$ cat config.mk
export PLATFORM = sky130hd
export DESIGN_NAME = core_sequencer
export DESIGN_NICKNAME = d
export VERILOG_FILES = /design/src/rtl/core_sequencer.sv
export SDC_FILE = /design/constraint.sdc
export NUM_CORES = 1
export LEC_CHECK = 0
export BUFFER_PORTS_ARGS = -buffer_cell sky130_fd_sc_hd__buf_2
export CAP_MARGIN = 20
export CORE_MARGIN = 2
export CORE_UTILIZATION = 54
export CTS_CLUSTER_SIZE = 8
export DETAILED_ROUTE_END_ITERATION = 10
export GPL_TIMING_DRIVEN = 0
export PLACE_DENSITY_LB_ADDON = 0.15
export SLEW_MARGIN = 20
export SYNTH_ARGS = -nofsm -noshare
export SYNTH_HDL_FRONTEND = slang
export SYNTH_SLANG_ARGS = --single-unit
$ cat constraint.sdc
create_clock -name clk -period 3.1 [get_ports clk]
set_clock_uncertainty 0.15 [all_clocks]
set_input_delay 0.155 -clock clk [delete_from_list [all_inputs] [get_ports clk]]
set_output_delay 0.155 -clock clk [all_outputs]
set_load 0.01 [all_outputs]
$ cat src/rtl/core_sequencer.sv
// Multicycle instruction sequencer: FETCH/DECODE/EXECUTE/[MEM]/WB control strobes and retired-instruction counter.
// Latency: 4 cycles per non-memory instruction, 5 per LOAD/STORE with same-cycle acks; each ack wait cycle adds 1.
// Backpressure: imem_ack/dmem_ack hold FETCH/MEM; run=0 parks in IDLE at the WB boundary. Optional TRAP state under CORE_SEQ_TRAP_EN.
module core_sequencer (
  input  logic        clk,
  input  logic        rst_n,
  input  logic        run,
  input  logic [6:0]  opcode,
  output logic        imem_req,
  input  logic        imem_ack,
  output logic        dmem_req,
  input  logic        dmem_ack,
  output logic        dmem_we,
  output logic        ir_we,
  output logic        alu_en,
  output logic        rf_we,
  output logic        pc_we,
  output logic        trap,
  input  logic        trap_ack,
  output logic [31:0] instret,
  output logic [2:0]  state
);

  typedef enum logic [2:0] {
    S_IDLE    = 3'd0,
    S_FETCH   = 3'd1,
    S_DECODE  = 3'd2,
    S_EXECUTE = 3'd3,
    S_MEM     = 3'd4,
    S_WB      = 3'd5,
    S_TRAP    = 3'd6
  } state_t;

  localparam logic [6:0] OP_LUI    = 7'b0110111;
  localparam logic [6:0] OP_AUIPC  = 7'b0010111;
  localparam logic [6:0] OP_JAL    = 7'b1101111;
  localparam logic [6:0] OP_JALR   = 7'b1100111;
  localparam logic [6:0] OP_BRANCH = 7'b1100011;
  localparam logic [6:0] OP_LOAD   = 7'b0000011;
  localparam logic [6:0] OP_STORE  = 7'b0100011;
  localparam logic [6:0] OP_ALUI   = 7'b0010011;
  localparam logic [6:0] OP_ALUR   = 7'b0110011;
  localparam logic [6:0] OP_SYSTEM = 7'b1110011;

  state_t      state_q, state_d;
  logic [31:0] instret_q, instret_d;
  // Opcode class captured at DECODE so later opcode changes are harmless.
  logic        cls_mem_q, cls_mem_d;
  logic        cls_store_q, cls_store_d;
  logic        cls_rf_q, cls_rf_d;

  logic        is_mem_c;
  logic        is_store_c;
  logic        writes_rf_c;
  logic        is_bad_c;

  // Classify the live opcode; only sampled while in DECODE.
  always_comb begin
    is_mem_c    = 1'b0;
    is_store_c  = 1'b0;
    writes_rf_c = 1'b0;
    is_bad_c    = 1'b0;
    case (opcode)
      OP_LUI, OP_AUIPC, OP_JAL, OP_JALR, OP_ALUI, OP_ALUR: writes_rf_c = 1'b1;
      OP_LOAD: begin
        is_mem_c    = 1'b1;
        writes_rf_c = 1'b1;
      end
      OP_STORE: begin
        is_mem_c   = 1'b1;
        is_store_c = 1'b1;
      end
      OP_BRANCH: ;
      OP_SYSTEM: is_bad_c = 1'b1;
      default:   is_bad_c = 1'b1;
    endcase
  end

`ifndef CORE_SEQ_TRAP_EN
  // Without the trap state, SYSTEM/illegal run as NOPs and the acknowledge has no consumer.
  logic trap_ack_unused;
  logic is_bad_unused;
  assign trap_ack_unused = trap_ack;
  assign is_bad_unused   = is_bad_c;
`endif

  // Next-state, Moore strobes, Mealy ir_we and counter update.
  always_comb begin
    state_d     = state_q;
    instret_d   = instret_q;
    cls_mem_d   = cls_mem_q;
    cls_store_d = cls_store_q;
    cls_rf_d    = cls_rf_q;
    imem_req    = 1'b0;
    dmem_req    = 1'b0;
    dmem_we     = 1'b0;
    ir_we       = 1'b0;
    alu_en      = 1'b0;
    rf_we       = 1'b0;
    pc_we       = 1'b0;
    trap        = 1'b0;
    case (state_q)
      S_IDLE: begin
        if (run) state_d = S_FETCH;
      end
      S_FETCH: begin
        imem_req = 1'b1;
        ir_we    = imem_ack;
        if (imem_ack) state_d = S_DECODE;
      end
      S_DECODE: begin
        cls_mem_d   = is_mem_c;
        cls_store_d = is_store_c;
        cls_rf_d    = writes_rf_c;
`ifdef CORE_SEQ_TRAP_EN
        state_d = is_bad_c ? S_TRAP : S_EXECUTE;
`else
        state_d = S_EXECUTE;
`endif
      end
      S_EXECUTE: begin
        alu_en  = 1'b1;
        state_d = cls_mem_q ? S_MEM : S_WB;
      end
      S_MEM: begin
        dmem_req = 1'b1;
        dmem_we  = cls_store_q;
        if (dmem_ack) state_d = S_WB;
      end
      S_WB: begin
        pc_we     = 1'b1;
        rf_we     = cls_rf_q;
        instret_d = instret_q + 32'd1;
        state_d   = run ? S_FETCH : S_IDLE;
      end
`ifdef CORE_SEQ_TRAP_EN
      S_TRAP: begin
        trap = 1'b1;
        if (trap_ack) state_d = run ? S_FETCH : S_IDLE;
      end
`endif
      default: state_d = S_IDLE;
    endcase
  end

  // State, class and counter registers; reset drops every strobe at once.
  always_ff @(posedge clk or negedge rst_n) begin
    if (!rst_n) begin
      state_q     <= S_IDLE;
      instret_q   <= 32'd0;
      cls_mem_q   <= 1'b0;
      cls_store_q <= 1'b0;
      cls_rf_q    <= 1'b0;
    end else begin
      state_q     <= state_d;
      instret_q   <= instret_d;
      cls_mem_q   <= cls_mem_d;
      cls_store_q <= cls_store_d;
      cls_rf_q    <= cls_rf_d;
    end
  end

  assign instret = instret_q;
  assign state   = state_q;

endmodule
==> out/metrics.cfg, run 1 <==
[run_status]
outcome = completed

[timing]
rsz0062_at_grt = no
max_freq_mhz = 442.7
slew_headroom_pct = 45.81
worst_pin_slew_ns = 0.8129
hold_viol = 0
min_period_ns = 2.259
setup_violations = 0
finalMaxSlewViolations = 0
finalSetupTns_ns = 0
fin_crit_sh_pct = 72.87
fin_hold_ws_ns = 0.03943

[floorplanning]
fp.dieW_um = 62.14
dieArea_mm2 = 0.003861
num_rows = 21
start_util_pct = 55.58
pin_count = 56
die_height_um = 62.14
core_area_mm2 = 0.003284

[grt]
track_usage_pct = 19.35
antenna_found_initial = 0
grt_max_degree = 39
grt_pass1_wl_um = 6072
overflow = 0
grt_pass1_vias = 1439

[yosys]
synth.top_cell.area_share_pct = 52.09
yosys.area_share.simple_pct = 25.15
yosysSeqAreaShare_pct = 52.09
ys.flop_type = dfrtp_1
ys_seq_elements = 38
synth.area.top_cells = dfrtp_1 (52%), xnor2_1 (9.6%), xor2_1 (5.3%), nand2_1 (4.5%), nand4_1 (3.1%)
ys_top_cells_by_count = dfrtp_1 (38), nand2_1 (22), xnor2_1 (20), nor2_1 (13), xor2_1 (11)
synth_compound_area_share_pct = 2.947
synthArstFlopShare_pct = 100.0
synth.avg_cell_area_um2 = 10.87
yosysWarnings = 0
syn-num-nets = 182
yosysMostFrequentCell = dfrtp_1
syn-cell-area_mm2 = 0.001826
muxShareOfSynthArea_pct = 1.234
synth_edf_count = 0
synth-xor-area-share_pct = 14.87
yosysUniqueCellTypes = 40
synth.largest_area_cell = dfrtp_1
synth_top_family_by_area = simple AND/OR/NAND/NOR gates
syn-instance-count = 168
synth-adder-area-share_pct = 0.6854

[cts]
clockBufferDepth = 2
cts_buffers = 5
clk_latency_ns = 0.32
cts.clk_slew.worst_paths_ns = 0.11
htree_levels = 2
cts_setup_buffers = 0
cts-root-buf = clkbuf_4
cts_hold_buf = 7
cts_resized = 0
cts_tree = done
cts_sinks = 38

[worst_setup_path]
worstReg2RegStart = state[1]
path_class = reg2reg
cpPeakStageDelay_ns = 0.58
crit_path_start_kind = register
critical_path.startpoint = state[1]
path_cells = and3b_1, buf_6, nand4_4, nor4_1, nand4_1, xnor2_1
cp_slowest_cell = nor4_1
cp.arrival_ns = 2.32
cp_data_required_time_ns = 3.16
endpoint_kind = register
cp_max_fo = 9

[routing]
firstDrtPassIters = 4
vias = 1444
ant_nets = 0
wl_met2_um = 1837
wl_met3_um = 199
drc_errors = 0
wl_met1_um = 1464
drt_iter0_markers = 35
wl_per_cell_um = 12.54
wirelength_um = 3537
detail_route.vias_per_cell = 5.121
top_layer = met4

[finish]
layout-drive-gt1-share_pct = 33.90
antenna_cells = 0
area_delta_synth_final_pct = 24.81
fin_util_pct = 69.37
nNetsFinal = 249
stdcell_count = 282

[placed_design]
gp_congestion = 0.8487
io_buffers = 53
placed_cells = 267
hpwl_um = 2633

[power]
power.total_mw = 1.168
power_density_mw_per_mm2 = 512.8
power.leakage_nw = 1.179
ir_drop_mv = 0.4072

[job]
drv_cap = 0

[hold_path]
hp-class = in2reg
hold_path.startpoint = opcode[1]

[metrics by stage]
step,cell area [um^2],worst slack (ns)
final,2278,0.8410
after global routing,2278,0.7058
after floorplan,1826,1.114
after CTS,2278,0.8422
after detailed placement,2148,0.8731
after global placement,2148,0.9406
[registers in the layout (all words and copies together) (netlist names)]
register / count
cls_mem_q: 1
cls_rf_q: 1
cls_store_q: 1
instret: 32
state: 3
[cell type report]
cell class                 count  area [um^2]
tap                           46        57.56
fill                         273         1006
clock inverter                 1        5.005
clock buffer                   7        55.05
sequential                    38        950.9
timing repair buffer          60        335.3
inverter                       1        3.754
buffer                         6        47.55
multi-input combinational    123        823.3
[where the power goes]
| part | internal, mW | switching [mW] | total, mW |
|---|---|---|---|
| registers | 0.543 | 0.0581 | 0.601 |
| logic | 0.151 | 0.160 | 0.311 |
| clock network | 0.110 | 0.147 | 0.257 |
| total | 0.804 | 0.365 | 1.17 |
[metal layers]
| layer | track usage [%] | up-vias |
|---|---|---|
| li1 | - | 708 |
| met1 | 21.63 | 687 |
| met2 | 36.28 | 44 |
| met3 | 4.710 | 5 |
| met4 | 5.833 | 0 |
| met5 | 0 | - |
[kinds of logic (layout without fill, tap and decap cells)]
logic type,Yosys count,after routing
AND/OR/NAND/NOR,79,79
flip-flops,38,38
other,1,1
buffers and inverters,7,75
multiplexers,2,2
adder cells (fa/ha/maj),1,1
XOR/XNOR,31,31
AO/OA/AOI/OAI,9,9
[worst max-delay path: cells and delay by family, from the launching register on]
kind / cells / cell delay [ns]
xor+xnor: 1 / 0.16
buf+inv: 1 / 0.14
flops: 1 / 0.48
simple gates: 4 / 1.21
[placed cells by master (no fill, tap or decap), types with 2 or more instances in the layout]
cell type | synthesis | layout
o31ai_1 | 2 | 2
xor2_1 | 11 | 11
dfrtp_1 | 38 | 38
buf_2 | 0 | 53
nand2b_1 | 2 | 2
a21oi_1 | 2 | 2
and3_2 | 3 | 3
buf_4 | 3 | 3
and3_1 | 2 | 2
nor2_1 | 13 | 13
mux2_2 | 2 | 2
nor4_1 | 2 | 2
dlygate4sd3_1 | 0 | 7
and2_1 | 2 | 2
xnor2_1 | 20 | 20
clkbuf_4 | 0 | 5
or2_2 | 2 | 2
and4_1 | 2 | 2
nor3_1 | 3 | 3
nand2_1 | 22 | 22
nand4_1 | 9 | 9
clkbuf_1 | 1 | 2
nand3_1 | 5 | 5
o21ai_0 | 3 | 3
[final timing paths]
path / end / slack, ns / depth (start not counted)
worst min-delay path: cls_mem_q / 0.04 / 3
worst max register to register: instret[31] / 0.84 / 6
max in group asynchronous: instret[18] / 1.99 / 2
min in group asynchronous: instret[31] / 0.30 / 2
worst max-delay path: instret[31] / 0.84 / 6
worst min register to register: cls_rf_q / 0.33 / 2
Note: power is estimated with default switching activity, not from simulation.
==> run 2: changes to the inputs <==
Settings changed: CORE_UTILIZATION 54 to 50.
Clock period 3.1 ns to 2.24 ns, I/O delays scaled along.
==> run 2 against run 1 <==
  * Final cell count increased by 0.71%
  * Global-route usage increased by 1.0 points
  * Worst hold slack gained 0.022 ns
  * Flip-flop and latch count did not move
  * Combinational power is 40% higher
  * Core utilization decreased by 1.2 points
  * Critical endpoint is now cls_store_q
  * Die area up 7.5%
  * Total power up 45%
  * First-iteration DRC count up 83%
  * Critical path type unchanged
  * Non-clock buffer count rose by 2
==> out/metrics.cfg, run 2 (synthesized netlist as in run 1, its figures left out) <==
[routing]
ant_nets = 0  ; unchanged
wirelength_um = 3655  ; +3.3%
drt_iter0_markers = 64  ; +83%
vias = 1440  ; -0.28%
drc_errors = 0  ; unchanged
firstDrtPassIters = 4  ; unchanged
detail_route.vias_per_cell = 5.070  ; -0.98%
wl_per_cell_um = 12.87  ; +2.6%

[floorplanning]
die_height_um = 64.43  ; +3.7%
dieArea_mm2 = 0.004151  ; +7.5%
start_util_pct = 53.44  ; -2.1 points
num_rows = 21  ; unchanged
core_area_mm2 = 0.003416  ; +4.0%
pin_count = 56  ; unchanged
fp.dieW_um = 64.43  ; +3.7%

[grt]
track_usage_pct = 20.35  ; +1.0 points
grt_use_met1_pct = 24.89  ; +3.3 points
top_usage_layer = met2
overflow = 0  ; unchanged
grt_util_met2_pct = 33.07  ; -3.2 points
grt_pass1_wl_um = 6451  ; +6.2%
met3_usage_pct = 4.688  ; -0.023 points
grt_pass1_vias = 1427  ; -0.83%
antenna_found_initial = 0  ; unchanged
grt_max_degree = 39  ; unchanged

[timing]
worst_pin_slew_ns = 0.8098  ; -0.003097 ns
rsz0062_at_grt = no
setup_violations = 0  ; unchanged
fin_crit_sh_pct = 95.37  ; +23 points
hold_viol = 0  ; unchanged
finalMaxSlewViolations = 0  ; unchanged
fin_hold_ws_ns = 0.06123  ; +0.02180 ns
slew_headroom_pct = 46.01  ; +0.21 points
finalSetupTns_ns = 0  ; unchanged
max_freq_mhz = 468.1  ; +5.7%
min_period_ns = 2.136  ; -0.1227 ns

[worst_setup_path]
path_cells = buf_4, nand2b_1, or2_2, clkbuf_1, o31ai_1, dlygate4sd3_1
reg2reg_slack_ns = 0.10  ; -0.74 ns
path_class = reg2reg
cpPeakStageDelay_ns = 0.58  ; about the same
endpoint_kind = register
cp_slowest_cell = dlygate4sd3_1
cp_data_required_time_ns = 2.37  ; -0.79 ns
cp.arrival_ns = 2.27  ; -0.05 ns
crit_path_start_kind = register
cp_max_fo = 9  ; unchanged

[finish]
largest_register_ffs = 32  ; unchanged
fin_util_pct = 68.17  ; -1.2 points
antenna_cells = 0  ; unchanged
final_cell_area_mm2 = 0.002328  ; +2.2%
layout-drive-gt1-share_pct = 34.87  ; +0.98 points
nNetsFinal = 251  ; +0.80%
layout_common_cells = buf_2 (53), dfrtp_1 (38), nand2_1 (22)
layout_commonest_cell = buf_2
num-fill-cells = 278  ; +1.8%
stdcell_count = 284  ; +0.71%
area_delta_synth_final_pct = 27.55

[power]
ir_drop_mv = 0.6269  ; +54%
power.leakage_nw = 1.194  ; +1.3%
power_density_mw_per_mm2 = 726.2  ; +42%

[cts]
htree_levels = 2  ; unchanged
cts-root-buf = clkbuf_4
cts.clk_slew.worst_paths_ns = 0.11  ; about the same
clockBufferDepth = 2  ; unchanged
cts_sinks = 38  ; unchanged
cts_tree = done
cts_buffers = 5  ; unchanged
clk_latency_ns = 0.34  ; +0.02 ns

[hold_path]
hp-class = in2reg

[placed_design]
placed_cells = 267  ; unchanged
io_buffers = 53  ; unchanged
place_area_mm2 = 0.002148  ; unchanged
hpwl_um = 2557  ; -2.9%
gp_congestion = 0.8559  ; +0.85%

[run_status]
outcome = completed

[job]
drv_cap = 0  ; unchanged

[run 2: routing by layer]
metal	vias up	routed length, um
li1	712	-
met1	668	1537
met2	45	1777
met3	15	189
met4	0	150
met5	-	0
[run 2: cell type report]
cell class	instances	area (um^2)	area share, %
repair buffers	62	355.3	15.26
flip-flops and latches	38	950.9	40.84
plain buffers	6	47.55	2.042
clock buffers	8	78.83	3.385
inverters	1	3.754	0.1612
well taps	46	57.56	2.472
multi-input cells	123	834.6	35.84
[run 2: worst paths after layout]
check                         start  cells after the start     endpoint
max reg2reg                state[0]                      6  cls_store_q
max                        state[0]                      6  cls_store_q
min in group asynchronous     rst_n                      2   instret[3]
max in group asynchronous     rst_n                      2  instret[18]
min reg2reg                cls_rf_q                      2     cls_rf_q
min                        dmem_ack                      4     state[0]
[run 2: metrics by stage]
step / total power, mW / setup WS [ns]
3_3_place_gp: 1.249 / 0.1173
6_report: 1.691 / 0.1037
3_5_place_dp: 1.273 / 0.0003655
4_1_cts: 1.712 / 0.1091
5_1_grt: 1.811 / 0.006537
2_1_floorplan: 1.115 / 0.2539
[run 2: worst max-delay path: cells and delay by family (launching register included)]
family	cells	cell delay (ns)
AOI/OAI and AO/OA	1	0.20
buffers and inverters	3	0.91
and+or+nand+nor	2	0.43
DFF	1	0.40
[run 2: where the power goes]
group | total (mW) | switching (mW) | internal (mW) | leakage [nW]
Combinational | 0.435 | 0.224 | 0.211 | 0.628
Sequential | 0.832 | 0.0808 | 0.751 | 0.522
Clock | 0.424 | 0.210 | 0.214 | 0.0446
Total | 1.69 | 0.515 | 1.18 | 1.19
[run 2: timing repair]
item,CTS,global route
hold buffers,9,0
gates cloned,0,0
setup endpoints to repair,1,2
endpoints found under the hold margin,43,0
setup buffers,0,0
resized for setup,1,1
==> run 3: changes to the inputs <==
Settings changed: CORE_ASPECT_RATIO from default to 0.6.
==> run 3 against run 2 <==
  * Fmax increased by 1.2%
  * Design area grew 1.2%
  * Global-route usage grew 0.17 points
  * Clock power grew 69%
  * Clock-buffer cell count down 2
  * Combinational power shrank 1%
  * Register-to-register slack improved by 0.03 ns
  * Non-clock buffer count fell by 3
  * Worst hold slack worse by 0.055 ns
  * Critical path depth is the same
  * Die area up 0.38%
==> out/metrics.cfg, run 3 (synthesized netlist as in run 1, its figures left out) <==
[timing]
hold_viol = 0  ; unchanged
fin_crit_sh_pct = 94.21  ; -1.2 points
slew_headroom_pct = 44.70  ; -1.3 points
rsz0062_at_grt = no
finalSetupTns_ns = 0  ; unchanged
min_period_ns = 2.110  ; -0.02611 ns
worst_pin_slew_ns = 0.8295  ; +0.01966 ns
max_freq_mhz = 473.9  ; +1.2%
finalMaxSlewViolations = 0  ; unchanged
setup_violations = 0  ; unchanged

[floorplanning]
dieArea_mm2 = 0.004166  ; +0.38%
die_height_um = 50.81  ; -21%
core_area_mm2 = 0.003363  ; -1.5%
pin_count = 56  ; unchanged
start_util_pct = 54.28  ; +0.84 points
fp.dieW_um = 82.01  ; +27%
num_rows = 16  ; -24%

[placed_design]
hpwl_um = 2776  ; +8.6%
io_buffers = 53  ; unchanged
gp_congestion = 0.8001  ; -6.5%

[grt]
antenna_found_initial = 0  ; unchanged
grt_pass1_vias = 1394  ; -2.3%
grt_max_degree = 39  ; unchanged
track_usage_pct = 20.51  ; +0.17 points
grt_pass1_wl_um = 6465  ; +0.22%
overflow = 0  ; unchanged

[finish]
layout-drive-gt1-share_pct = 34.89  ; about the same
multi_input_area_um2 = 829.5  ; -0.60%
layout_common_cells = buf_2 (53), dfrtp_1 (38), nand2_1 (22)
antenna_cells = 0  ; unchanged
regArea_um2 = 950.9  ; unchanged
layout_commonest_cell = buf_2
fin_util_pct = 70.05  ; +1.9 points
num-fill-cells = 264  ; -5.0%
nNetsFinal = 248  ; -1.2%
area_delta_synth_final_pct = 29.06
largest_register_ffs = 32  ; unchanged

[worst_setup_path]
cp_slowest_cell = dlygate4sd3_1
cp.arrival_ns = 2.18  ; -0.09 ns
path_cells = buf_4, nand2b_1, or2_2, clkbuf_1, o31ai_1, dlygate4sd3_1
path_class = reg2reg
cp_data_required_time_ns = 2.31  ; -0.06 ns
endpoint_kind = register
crit_path_start_kind = register
cpPeakStageDelay_ns = 0.58  ; about the same
cp_max_fo = 9  ; unchanged

[cts]
cts_tree = done
cts_buffers = 5  ; unchanged
htree_levels = 2  ; unchanged
cts_sinks = 38  ; unchanged
clockBufferDepth = 2  ; unchanged
cts-root-buf = clkbuf_8
clk_latency_ns = 0.28  ; -0.06 ns
cts_setup_buffers = 0  ; unchanged
cts.clk_slew.worst_paths_ns = 0.08  ; -0.03 ns

[routing]
firstDrtPassIters = 4  ; unchanged
ant_nets = 0  ; unchanged
drt_iter0_markers = 65  ; +1.6%
vias = 1453  ; +0.90%
drc_errors = 0  ; unchanged
detail_route.vias_per_cell = 5.189  ; +2.3%
wl_per_cell_um = 13.53  ; +5.1%
wirelength_um = 3788  ; +3.6%

[power]
p_switching_uw = 545.3  ; +5.9%
pwr-share-comb_pct = 21.7  ; -4.0 points
power_density_mw_per_mm2 = 840.2  ; +16%
internal-power_mw = 1.434  ; +22%
ir_drop_mv = 0.5151  ; -18%
sw_frac_of_total_pct = 27.55  ; -2.9 points
seqPwrFrac_pct = 42.0  ; -7.2 points
p_clk_share_pct = 36.3  ; +11 points
power.leakage_nw = 1.211  ; +1.4%

[run_status]
outcome = completed

[hold_path]
hp-class = in2reg

[job]
drv_cap = 0  ; unchanged

-- run 3: worst paths after layout --
path	depth (start not counted)	from	slack [ns]	end
min	3	opcode[1]	0.006	cls_mem_q
min reg2reg	1	instret[31]	0.33	instret[31]
max in group asynchronous	2	rst_n	1.11	instret[8]
min in group asynchronous	2	rst_n	0.30	state[1]
max reg2reg	6	state[0]	0.13	cls_store_q
max	6	state[0]	0.13	cls_store_q
-- run 3: critical path: cells and delay by family (launching register included) --
kind                   cells  cell delay [ns]
AOI/OAI and AO/OA          1             0.21
buffers and inverters      3             0.89
DFF                        1             0.38
and+or+nand+nor            2             0.42
-- run 3: cell type report --
class,instances,area share [%]
Sequential cell,38,40.36
Inverter,1,0.1593
Timing Repair Buffer,59,13.81
Buffer,6,2.018
Clock buffer,6,3.505
Tap cell,45,2.390
Multi-Input combinational cell,123,35.21
Clock inverter,2,2.549
-- run 3: power by group through the flow --
stage | clock (mW) | sequential (mW) | combinational (mW)
floorplan | 0 | 0.860 | 0.255
global placement | 0 | 0.838 | 0.414
detailed placement | 0 | 0.845 | 0.427
CTS | 0.727 | 0.831 | 0.437
global route | 0.765 | 0.845 | 0.482
finish | 0.718 | 0.832 | 0.430
-- run 3: timing repair --
action	CTS	global route
endpoints found under the hold margin	42	0
resized for setup	0	1
hold buffers	6	0
endpoints found under the setup margin	0	4
-- run 3: through the flow --
step                      cell area [um^2]  cells  hold WS, ns  setup slack [ns]  power, mW
final                                 2356    280     0.005898            0.1298      1.979
after global routing                  2356    280     0.003665           0.01039      2.092
after CTS                             2350    280     0.001917           0.03522      1.996
after detailed placement              2147    266       0.1086           0.03880      1.272
after global placement                2147    266      0.09833           0.07025      1.252
after floorplan                       1826    168      -0.3336            0.2539      1.115
-- run 3: per-layer routing --
layer / GRT usage (%) / routed length, um
met5: 0 / 0
met4: 3.333 / 4
met3: 6.655 / 241
met2: 32.38 / 1800
met1: 28.14 / 1741
